==> config.mk <==
export PLATFORM = sky130hd
export DESIGN_NAME = xor_stream_decoder
export DESIGN_NICKNAME = d
export VERILOG_FILES = /design/src/rtl/xor_stream_decoder_pkg.sv /design/src/rtl/xor_stream_decoder_lfsr_step.sv /design/src/rtl/xor_stream_decoder.sv
export SDC_FILE = /design/constraint.sdc
export NUM_CORES = 1
export LEC_CHECK = 0
export CAP_MARGIN = 20
export CORE_MARGIN = 2
export CORE_UTILIZATION = 45
export DETAILED_ROUTE_END_ITERATION = 12
export DONT_BUFFER_PORTS = 1
export PLACE_DENSITY = 0.59
export SYNTH_ARGS = -nofsm -noshare
export SYNTH_HDL_FRONTEND = slang
export SYNTH_SLANG_ARGS = --single-unit
==> constraint.sdc <==
create_clock -name clk -period 1.9 [get_ports clk]
set_clock_uncertainty 0.05 [all_clocks]
set_input_delay 0.38 -clock clk [delete_from_list [all_inputs] [get_ports clk]]
set_output_delay 0.38 -clock clk [all_outputs]
set_load 0.02 [all_outputs]
==> src/rtl/xor_stream_decoder_pkg.sv <==
// Shared cipher definitions: LFSR geometry, zero-key substitute and FSM encoding.
// Used by the decoder and the matching key generator on the encrypting side.
package xor_stream_decoder_pkg;

  localparam int unsigned LFSR_W   = 8;
  localparam int unsigned TAP_HI   = 4;
  localparam int unsigned TAP_LO   = 3;
  localparam logic [LFSR_W-1:0] ZERO_KEY_SUB = 8'h01;

  typedef enum logic {
    ST_IDLE = 1'b0,
    ST_RUN  = 1'b1
  } state_t;

  typedef struct packed {
    logic              vld;
    logic [LFSR_W-1:0] data;
  } plain_t;

  // An all-zero LFSR would stay zero forever, so it is never seeded with zero.
  function automatic logic [LFSR_W-1:0] key_seed(input logic [LFSR_W-1:0] key);
    return (key == '0) ? ZERO_KEY_SUB : key;
  endfunction

endpackage

==> src/rtl/xor_stream_decoder_lfsr_step.sv <==
// Combinational next-state of the key LFSR (shift left, feedback from the taps).
// Identical instance lives on the encrypting side so both streams stay in lockstep.
module lfsr_step
  import xor_stream_decoder_pkg::*;
(
  input  logic [LFSR_W-1:0] i_lfsr,
  output logic [LFSR_W-1:0] o_lfsr_nxt
);

  logic w_fb;

  assign w_fb       = i_lfsr[TAP_HI] ^ i_lfsr[TAP_LO];
  assign o_lfsr_nxt = {i_lfsr[LFSR_W-2:0], w_fb};

endmodule

==> src/rtl/xor_stream_decoder.sv <==
// XOR stream decoder: ciphertext XOR LFSR keystream, one-deep registered output.
// Optional accepted-byte counter enabled by defining XSD_BYTE_COUNT_EN.
module xor_stream_decoder
  import xor_stream_decoder_pkg::*;
(
  input  logic              clk,
  input  logic              rst_n,
  input  logic [LFSR_W-1:0] key_base,
  input  logic              key_load,
  input  logic [LFSR_W-1:0] cipher_in,
  input  logic              cipher_valid,
  output logic              cipher_ready,
  output logic [LFSR_W-1:0] plain_out,
  output logic              plain_valid,
  input  logic              plain_ready,
  output logic [LFSR_W-1:0] key_cur,
  output logic [7:0]        byte_cnt
);

  state_t            r_state;
  state_t            w_state_nxt;
  plain_t            r_plain;
  logic [LFSR_W-1:0] r_lfsr;
  logic [LFSR_W-1:0] w_lfsr_nxt;
  logic              w_cipher_ready;
  logic              w_accept;

  lfsr_step u_lfsr_step (
    .i_lfsr     (r_lfsr),
    .o_lfsr_nxt (w_lfsr_nxt)
  );

  always_ff @(posedge clk or negedge rst_n) begin
    if (!rst_n) r_state <= ST_IDLE;
    else        r_state <= w_state_nxt;
  end

  // Only reset leaves RUN; a key load always (re)enters it.
  always_comb begin
    w_state_nxt = r_state;
    if (key_load) w_state_nxt = ST_RUN;
  end

  always_comb begin
    w_cipher_ready = 1'b0;
    if (r_state == ST_RUN)
      w_cipher_ready = !key_load && (!r_plain.vld || plain_ready);
  end

  assign w_accept = cipher_valid && w_cipher_ready;

  // Key load outranks accept/drain: the pending byte is dropped and the stream restarts.
  always_ff @(posedge clk or negedge rst_n) begin
    if (!rst_n) begin
      r_lfsr  <= '0;
      r_plain <= '0;
    end else if (key_load) begin
      r_lfsr      <= key_seed(key_base);
      r_plain.vld <= 1'b0;
    end else if (w_accept) begin
      r_lfsr  <= w_lfsr_nxt;
      r_plain <= '{vld: 1'b1, data: cipher_in ^ r_lfsr};
    end else if (plain_ready) begin
      r_plain.vld <= 1'b0;
    end
  end

`ifdef XSD_BYTE_COUNT_EN
  logic [7:0] r_byte_cnt;

  always_ff @(posedge clk or negedge rst_n) begin
    if (!rst_n)        r_byte_cnt <= '0;
    else if (key_load) r_byte_cnt <= '0;
    else if (w_accept) r_byte_cnt <= r_byte_cnt + 8'd1;
  end

  assign byte_cnt = r_byte_cnt;
`else
  assign byte_cnt = 8'h00;
`endif

  assign cipher_ready = w_cipher_ready;
  assign plain_out    = r_plain.data;
  assign plain_valid  = r_plain.vld;
  assign key_cur      = r_lfsr;

endmodule

Yosys cells after proc, flatten, opt, wreduce, memory -nomap -nowiden --
Index checks and enable logic that the tools add are counted.
Cells by class: muxes and demuxes 7, bitwise gates (word level) 3, reduce and logical (&&, ||, !) cells 9
Operator list (number):
- two-way mux 8 bit | 3
- zero test 8 bit | 1
- XOR 8 bit | 1
- two-way mux 1 bit | 4
- nonzero test 3 bit | 1
- logical AND 1 bit | 2
- zero test 1 bit | 2
- AND reduction 2 bit | 1
- nonzero test 2 bit | 1
- logical OR 1 bit | 1
- NOT 1 bit | 1
- XOR 1 bit | 1
Storage, ports and cells: register bits after elaboration 18, bits of input ports 21, output and inout bits 26, logic and storage cells 23

Depth between registers and ports, before layout --
Gate-level depths: netlist of run 1.
word-level depth 7, depth in mapped cells 5

Cells and area by module --
Synthesis of run 1 repeated with hierarchy kept, for this count alone.
Second synthesis, totals: cell total of the unflattened synthesis 98, area total of the unflattened synthesis 1013.5 um^2
Modules (own cells, without submodules):
- xor_stream_decoder | instances 1, cells an instance 89, area each 944.7 um^2
- lfsr_step | instances 1, cells an instance 9, area each 68.8 um^2

Worst setup path before layout of run 1 --
No wires, ideal clock.
path kind flip-flop to flip-flop, start point register r_plain (netlist bit plain_valid), end point register r_plain (netlist bit plain_out[0]), library setup time 0.125 ns, arrival 1.277 ns, required time 1.725 ns, setup slack 0.448 ns, cell stages (with the launch flop) 5, path buffers 0, period minus slack after synthesis 1.452 ns, cell sequence dfrtp_1 > nand2b_2 > nand3_2 > nor2_4 > mux2_2
On the way: word-level cells in the longest chain between the ends 6
RTL lines:
- from (decl) | line xor_stream_decoder.sv:22 | plain_t r_plain;
- from (signal assigned) | line xor_stream_decoder.sv:62 | r_plain <= '{vld: 1'b1, data: cipher_in ^ r_lfsr};
- zero test 1 bit | line xor_stream_decoder.sv:47 | w_cipher_ready = !key_load && (!r_plain.vld || plain_ready);
- logical OR 1 bit | line xor_stream_decoder.sv:47
- logical AND 1 bit | line xor_stream_decoder.sv:47
- two-way mux 1 bit | line xor_stream_decoder.sv:46 | if (r_state == ST_RUN)
- logical AND 1 bit | line xor_stream_decoder.sv:50 | assign w_accept = cipher_valid && w_cipher_ready;
- AND reduction 2 bit (no line)
Every way passes these cells. A chain may end at the register's enable or synchronous reset.

Final worst setup path of run 1 --
start point register r_plain (netlist bit plain_valid), end point output port cipher_ready
On the way: word-level cells in the longest chain between the ends 4
RTL lines:
- zero test 1 bit | line xor_stream_decoder.sv:47
- logical OR 1 bit | line xor_stream_decoder.sv:47
- logical AND 1 bit | line xor_stream_decoder.sv:47
- two-way mux 1 bit | line xor_stream_decoder.sv:46
- to (decl) | line xor_stream_decoder.sv:12 | output logic cipher_ready,
Every way passes these cells.

==> results_dict.tcl, run 1 <==
set metrics [dict create \
    status "completed" \
    drt_iter0_drc 3 \
    crit_type "reg2out" \
    ys_seq_area_share_pct 48.5 \
    overflow 0 \
    io-pin-count 47 \
    antenna_cells 0 \
    grt_start_max_net_pins 21 \
    start_util_pct 47.4 \
    antenna_found_initial 0 \
    via_per_inst 5.21 \
    synth_ff_type "dfrtp_1" \
    grt_pass1_wl_mm 2.75 \
    postRouteAntennaNets 0 \
    place_congestion 0.748 \
    synth_warnings 0 \
    die_h_um 49.5 \
    num_rows 16 \
    dr.pass1.iters 4 \
    finalSetupViolations 0 \
    io_buffers 0 \
    critPathMaxStageDelay_ns 0.47 \
    grt.total_usage_pct 15.4 \
    crit_buf_inv 0 \
    ir_worst_vdd_v 0.000679 \
    p_total_mw 0.982 \
    fp.dieArea_sq_um 2450 \
    drt_wl_total_mm 1.71 \
    placedCellCount 104 \
    final_nets 104 \
    synthesis.area_sq_um 930 \
    required_ns 1.47 \
    cts-root-buf "clkbuf_4" \
    final_common_cell "dfrtp_1" \
    num_vias 568 \
    cts.sinks 18 \
    setup_ws_ns 0.193 \
    critPathCaptureType "primary output" \
    async_flop_share_pct 100 \
    hold_viol 0 \
    relSlewSlack_pct 46.5 \
    cp.arrival_ns 1.28 \
    cts_buffer_depth 2 \
    final_cell_mix "dfrtp_1, xor2_1" \
    routedWlPerCell_um 15.7 \
    clkLatencyLatePin_ns 0.30 \
    path_cells "nand2b_2 -> nand2_1 -> nor2_1" \
    synth.distinct_cells 20 \
    hold_path_class "in2reg" \
    power.leakage_nw 0.439 \
    cts_tree "done" \
    rsz0062_at_grt "false" \
    first_global_vias 554 \
    postCtsSetupRepairBufs 0 \
    synth-seq-cells 18 \
    crit_path_max_fanout 4 \
    clock.fmax_mhz 586 \
    finalMaxSlewViolations 0 \
    path_delay_family "simple AND/OR/NAND/NOR gates" \
    min_period_ns 1.71 \
    dp_hpwl_mm 1.28 \
    cap_violations 0 \
    pre_cts_ws_ns 0.309 \
    synth_edf_count 0 \
    drc 0 \
    postSynthAreaPerCell_sq_um 11.5 \
    cts_made_buffers 3 \
    cp_slowest_cell "dfrtp_1" \
    instances_no_fill 109 \
    p_per_area_nw_per_um2 1020 \
    finalSetupTns_ns 0 \
    finalCritPeriodShare_pct 89.8 \
    drive_gt1_share_pct 22.0 \
    coreArea_sq_um 1960 \
    worst_pin_slew_ns 0.800 \
    syn_to_final_growth_pct 3.23 \
    synthCells 81 \
    cts_max_level 1 \
    die_w_um 49.5 \
    clk_pin_slew_ns 0.10 \
    critPathLaunchType "flip-flop" \
]
## Yosys cell counts, types with 2 or more instances
| cell type | count | area [sq um] |
|---|---|---|
| dfrtp_1 | 18 | 450 |
| buf_4 | 9 | 67.6 |
| xor2_1 | 9 | 78.8 |
| mux2_2 | 8 | 90.1 |
| mux2i_1 | 8 | 80.1 |
| nand2_1 | 8 | 30.0 |
| o21ai_0 | 7 | 35.0 |
| o21ai_1 | 2 | 10.0 |
## cells by family (layout without fill, tap and decap cells)
group / count (synthesis) / count (layout) / synth area share, %
AND/OR/NAND/NOR: 16 / 16 / 10.8
buffers and inverters: 11 / 5 / 8.21
AO/OA/AOI/OAI: 10 / 10 / 5.38
XOR/XNOR: 9 / 9 / 8.48
other: 1 / 8 / 0.403
multiplexers: 16 / 16 / 18.3
flip-flops: 18 / 18 / 48.5
## flip-flops by register name (all words and copies together) (netlist names)
signal       count
key_cur          8
plain_out        8
plain_valid      1
r_state          1
## per-stage QoR
stage	area [sq um]	utilization [%]	hold slack (ns)
after floorplan	956	-	0.0344
after global placement	913	46.6	0.0349
after detailed placement	913	46.6	0.0349
after CTS	960	48.9	0.0793
after global routing	960	48.9	0.0609
final	960	48.9	0.0930
## power breakdown
| part | internal (mW) | switching (mW) | leakage (nW) | total, mW |
|---|---|---|---|---|
| registers | 0.451 | 0.152 | 0.213 | 0.604 |
| clock network | 0.117 | 0.119 | 0.0210 | 0.236 |
| logic | 0.0766 | 0.0665 | 0.205 | 0.143 |
## worst register-to-register path: stages (launching register included)
cell	delay [ns]
dfrtp_1	0.47
nand2b_2	0.14
nand3_2	0.18
nor2_4	0.27
mux2_2	0.37
## per-layer routing
metal / global-route usage (%) / vias to the layer above / share of wire (%) / wire length (um)
met5: 0 / - / 0 / 0
met4: 4.17 / 0 / 0.88 / 15
met3: 7.88 / 2 / 9.1 / 155
met2: 24.3 / 29 / 49 / 845
met1: 18.5 / 279 / 40 / 692
li1: - / 258 / - / -
## final cells by class
cell class	count	area, sq um
fillers	209	1000
repair buffers	1	10.0
multi-input cells	59	429
clock buffers	4	36.3
flip-flops and latches	18	450
well taps	27	33.8
## repair_timing
item | 4_1_cts | 5_1_grt
hold buffers | 1 | 0
gates resized for setup | 0 | 0
endpoints found under the hold margin | 18 | 0
## final timing paths
check	start	endpoint	slack, ns	depth (start not counted)
worst max-delay path	plain_valid$_DFFE_PN0P_	cipher_ready	0.19	3
worst min-delay path	key_load	plain_valid$_DFFE_PN0P_	0.09	1
worst max register to register	plain_valid$_DFFE_PN0P_	plain_out[1]$_DFFE_PN0P_	0.32	4
worst min register to register	r_state$_DFFE_PN0P_	r_state$_DFFE_PN0P_	0.51	1
max in group asynchronous	rst_n	plain_valid$_DFFE_PN0P_	0.74	1
min in group asynchronous	rst_n	key_cur[6]$_DFFE_PN0P_	0.55	1
Power figures use the tool's default switching activity.
==> inputs of run 2 (changes only) <==
- ABC_AREA: not set -> 1
==> results_dict.tcl, run 2 <==
set metrics [dict create \
    ir_worst_vdd_v 0.000342 \
    die_h_um 50.6 \
    synth_top_cell_by_area "dfrtp_1" \
    cts_made_buffers 3 \
    min_period_ns 1.78 \
    cts-root-buf "clkbuf_4" \
    io-pin-count 47 \
    hold_path_class "in2reg" \
    synth_top_area_share_pct 46.0 \
    final_common_cell "nand2_1" \
    r2r-end "key_cur[0]$_DFFE_PN0P_" \
    cap_violations 0 \
    reg2regPathDepth 6 \
    seq_power_share_pct 60.0 \
    grt_start_max_net_pins 19 \
    path_delay_family "simple AND/OR/NAND/NOR gates" \
    p_per_area_nw_per_um2 987 \
    synth_area_leaders "dfrtp_1, o21ai_0, nand2_1" \
    final_nets 138 \
    worst_pin_slew_ns 0.779 \
    rrSetupSlack_ns 0.50 \
    syn_to_final_growth_pct 0.767 \
    cts_max_level 1 \
    p_int_mw 0.624 \
    grt_pass1_wl_mm 2.84 \
    via_per_inst 4.76 \
    drc 0 \
    critPathLaunchType "flip-flop" \
    synth_warnings 0 \
    required_ns 1.47 \
    holdCritStartpoint "key_load" \
    start_util_pct 48.9 \
    postSynthAreaPerCell_sq_um 8.43 \
    min_path_cells 1 \
    p_total_mw 0.974 \
    place_congestion 0.745 \
    dr.pass1.iters 4 \
    first_global_vias 647 \
    num_vias 680 \
    netSwitchingFraction_pct 35.9 \
    critPathMaxStageDelay_ns 0.47 \
    drt_wl_total_mm 1.78 \
    r2r_start "plain_valid$_DFFE_PN0P_" \
    ys_seq_area_share_pct 46.0 \
    synth_most_common_cell "nand2_1" \
    clkPwrFrac_pct 24.6 \
    cts_tree "done" \
    num_rows 16 \
    hold_viol 0 \
    crit_buf_inv 0 \
    synthesis.area_sq_um 978 \
    io_buffers 0 \
    clock.fmax_mhz 563 \
    cp.arrival_ns 1.35 \
    pre_cts_ws_ns 0.454 \
    drt_iter0_drc 4 \
    status "completed" \
    path_cells "nand2_1 -> nand2_1 -> nor2_1" \
    finalMaxSlewViolations 0 \
    setup_ws_ns 0.123 \
    finalSetupViolations 0 \
    final.fill_count 212 \
    cts.sinks 18 \
    clk_pin_slew_ns 0.10 \
    synth_common_cells "nand2_1, o21ai_0, dfrtp_1" \
    final_cell_mix "nand2_1, o21ai_0, dfrtp_1, inv_1" \
    die_w_um 50.6 \
    finalCritPeriodShare_pct 93.5 \
    antenna_cells 0 \
    synth_ff_type "dfrtp_1" \
    critPathCaptureType "primary output" \
    switchingPower_mw 0.349 \
    crit_type "reg2out" \
    synth_xor_area_share_pct 7.16 \
    grt.total_usage_pct 15.6 \
    async_flop_share_pct 100 \
    cp_slowest_cell "dfrtp_1" \
    synth_compound_area_share_pct 12.8 \
    holdPathEnd "plain_valid$_DFFE_PN0P_" \
    postRouteAntennaNets 0 \
    fp.dieArea_sq_um 2560 \
    dp_hpwl_mm 1.37 \
    clkLatencyLatePin_ns 0.30 \
    antenna_found_initial 0 \
    drive_gt1_share_pct 6.90 \
    crit_path_max_fanout 3 \
    finalSetupTns_ns 0 \
    synth_fa_ha_area_share_pct 0 \
    synth_edf_count 0 \
    routedWlPerCell_um 12.5 \
    synth_mux_area_share_pct 0 \
    power.leakage_nw 0.477 \
    rsz0062_at_grt "false" \
    synth_top_family_by_area "simple AND/OR/NAND/NOR gates" \
    coreArea_sq_um 2000 \
    synth-seq-cells 18 \
    overflow 0 \
    relSlewSlack_pct 47.9 \
    synthCells 116 \
    critPathMostFrequentCell "nand2_1" \
    synth.distinct_cells 15 \
    cts-resized-gates 0 \
    cts_buffer_depth 2 \
    synthSimpleGateAreaFrac_pct 18.9 \
    p_comb_share_pct 15.4 \
]
[run 2: metal layers]
layer / vias to the layer above / wire, um / track usage, %
met5: - / 0 / 0
met2: 36 / 806 / 22.8
met3: 4 / 177 / 4.76
met4: 0 / 57 / 12.2
met1: 296 / 739 / 18.9
li1: 344 / - / -
[run 2: metrics by stage]
stage | cells | cell area (sq um) | util [%] | hold slack (ns)
after floorplan | 123 | 1000 | - | 0.0344
after global placement | 138 | 940 | 46.9 | 0.0348
after detailed placement | 138 | 940 | 46.9 | 0.0349
after CTS | 143 | 986 | 49.3 | 0.150
after global routing | 143 | 986 | 49.3 | 0.153
final | 143 | 986 | 49.3 | 0.150
[run 2: power groups by stage]
stage	sequential, mW	clock [mW]	combinational, mW
6_report	0.584	0.239	0.150
5_1_grt	0.595	0.256	0.179
4_1_cts	0.587	0.244	0.154
3_5_place_dp	0.595	0	0.144
3_3_place_gp	0.592	0	0.139
2_1_floorplan	0.577	0	0.150
[run 2: what timing repair did]
action	4_1_cts	5_1_grt
buffers inserted	0	0
hold buffers	1	0
hold endpoints to repair	18	0
[run 2: worst reg2reg max path: stages, from the launching register on]
cell	delay, ns
dfrtp_1	0.47
nand2_1	0.19
nand3_4	0.20
nand2_4	0.20
inv_1	0.07
nand2_1	0.06
nand2_1	0.05
[run 2: cells by family after synthesis]
family	count (synthesis)
buffers and inverters	24
AOI/OAI and AO/OA	25
and+or+nand+nor	40
other	1
DFF	18
xor gates and xnor gates	8
[run 2: layout make-up]
| cell class | count | area (sq um) | area share, % |
|---|---|---|---|
| inverter | 12 | 45.0 | 4.57 |
| sequential | 18 | 450 | 45.7 |
| multi-input combinational | 81 | 410 | 41.6 |
| clock buffer | 4 | 36.3 | 3.68 |
| timing repair buffer | 1 | 10.0 | 1.02 |
| tap | 27 | 33.8 | 3.43 |
[run 2: how the worst max path moves through the flow]
| stage | depth (start not counted) | slack (ns) | endpoint | start |
|---|---|---|---|---|
| floorplan | 4 | 0.50 | cipher_ready | key_load |
| global placement | 3 | 0.50 | cipher_ready | plain_valid$_DFFE_PN0P_ |
| detailed placement | 3 | 0.45 | cipher_ready | plain_valid$_DFFE_PN0P_ |
| CTS | 3 | 0.11 | cipher_ready | plain_valid$_DFFE_PN0P_ |
| global route | 3 | 0.06 | cipher_ready | plain_valid$_DFFE_PN0P_ |
| finish | 3 | 0.12 | cipher_ready | plain_valid$_DFFE_PN0P_ |
==> inputs of run 3 (changes only) <==
- CORE_MARGIN: 2 -> 4
==> results_dict.tcl, run 3 (synthesized netlist as in run 2, its figures left out) <==
set metrics [dict create \
    status "completed" \
    grt_start_max_net_pins 19 \
    start_util_pct 48.4 \
    power.leakage_nw 0.470 \
    cts_max_level 1 \
    postRouteAntennaNets 0 \
    min_period_ns 1.76 \
    dp_hpwl_mm 1.42 \
    required_ns 1.47 \
    first_global_vias 612 \
    p_int_mw 0.581 \
    cts_buffer_depth 2 \
    die_h_um 54.6 \
    io_buffers 0 \
    cts_made_buffers 3 \
    critPathCaptureType "primary output" \
    holdCritStartpoint "key_load" \
    p_total_mw 0.914 \
    crit_type "reg2out" \
    r2r-end "key_cur[0]$_DFFE_PN0P_" \
    clkLatencyLatePin_ns 0.28 \
    design_area_sq_um 972 \
    rrSetupSlack_ns 0.52 \
    grt.total_usage_pct 13.0 \
    overflow 0 \
    coreArea_sq_um 2020 \
    antenna_cells 0 \
    worstSetupStartpoint "plain_valid$_DFFE_PN0P_" \
    io-pin-count 47 \
    critPathMaxStageDelay_ns 0.47 \
    critPathLaunchType "flip-flop" \
    cp.arrival_ns 1.33 \
    p_per_area_nw_per_um2 940 \
    via_per_inst 4.83 \
    path_delay_family "simple AND/OR/NAND/NOR gates" \
    finalMaxSlewViolations 0 \
    final_cell_mix "nand2_1, o21ai_0, dfrtp_1, inv_1" \
    clk_pin_slew_ns 0.09 \
    final_common_cell "nand2_1" \
    dr.pass1.iters 4 \
    grt_pass1_wl_mm 2.71 \
    drive_gt1_share_pct 6.09 \
    cts-root-buf "clkbuf_4" \
    fp.dieArea_sq_um 2980 \
    num_rows 16 \
    cts-resized-gates 0 \
    final_nets 138 \
    relSlewSlack_pct 47.3 \
    drt_wl_total_mm 1.82 \
    ir_worst_vdd_v 0.000348 \
    cap_violations 0 \
    worst_pin_slew_ns 0.788 \
    cp.depth 3 \
    finalCritPeriodShare_pct 92.4 \
    syn_to_final_growth_pct -0.639 \
    antenna_found_initial 0 \
    seq_power_share_pct 64.1 \
    crit_end "cipher_ready" \
    drt_iter0_drc 3 \
    die_w_um 54.6 \
    finalSetupViolations 0 \
    netSwitchingFraction_pct 36.5 \
    place_congestion 0.698 \
    path_cells "nand2_1 -> nand2_1 -> nor2_1" \
    cts_tree "done" \
    num_vias 686 \
    clock.fmax_mhz 570 \
    placedCellCount 138 \
    rsz0062_at_grt "false" \
    crit_buf_inv 0 \
    critPathMostFrequentCell "nand2_1" \
    drc 0 \
    p_comb_share_pct 16.3 \
    cts.sinks 18 \
    r2r_start "plain_valid$_DFFE_PN0P_" \
    hold_viol 0 \
    routedWlPerCell_um 12.8 \
    finalSetupTns_ns 0 \
    dpl_cell_area_sq_um 940 \
    reg2regPathDepth 6 \
    crit_path_max_fanout 3 \
    clkPwrFrac_pct 19.6 \
    switchingPower_mw 0.333 \
    cp_slowest_cell "dfrtp_1" \
    instances_no_fill 142 \
    hold_path_class "in2reg" \
]
[run 3: worst min path at each step]
stage                                           to  depth (start not counted)
after global routing       plain_valid$_DFFE_PN0P_                          1
after floorplan             key_cur[0]$_DFFE_PN0P_                          0
after detailed placement  plain_out[2]$_DFFE_PN0P_                          0
after CTS                  plain_valid$_DFFE_PN0P_                          1
final                      plain_valid$_DFFE_PN0P_                          1
after global placement    plain_out[1]$_DFFE_PN0P_                          0
[run 3: timing repair]
action / in CTS / in global routing
hold buffers: 1 / 0
setup buffers: 0 / 0
hold endpoints to repair: 18 / 0
[run 3: worst register-to-register path, stage by stage (launching register included)]
cell and delay, ns:
dfrtp_1 0.47, nand2_1 0.18, nand3_4 0.20, nand2_4 0.19, inv_1 0.07, nand2_1 0.06
nand2_1 0.06
[run 3: layout make-up]
class / count / area (sq um)
Sequential cell: 18 / 450
Multi-Input combinational cell: 81 / 410
Tap cell: 27 / 33.8
Clock buffer: 3 / 22.5
Inverter: 12 / 45.0
Fill cell: 208 / 1050
Timing Repair Buffer: 1 / 10.0
[run 3: through the flow]
stage / hold WS [ns] / setup slack [ns] / utilization, %
finish: 0.170 / 0.144 / 48.1
global route: 0.153 / 0.0633 / 48.1
CTS: 0.155 / 0.129 / 48.1
detailed placement: 0.0348 / 0.448 / 46.5
global placement: 0.0348 / 0.497 / 46.5
floorplan: 0.0344 / 0.496 / -
[run 3: power by group through the flow]
stage / combinational (mW) / sequential [mW] / clock [mW]
after floorplan: 0.150 / 0.577 / 0
after global placement: 0.139 / 0.594 / 0
after detailed placement: 0.143 / 0.596 / 0
after CTS: 0.153 / 0.588 / 0.189
after global routing: 0.176 / 0.598 / 0.207
final: 0.149 / 0.586 / 0.179
[run 3: per-layer routing]
layer	track usage, %	part of all wire [%]
met5	0	0
met4	9.96	1.5
met3	4.63	14
met2	17.3	43
met1	16.9	41
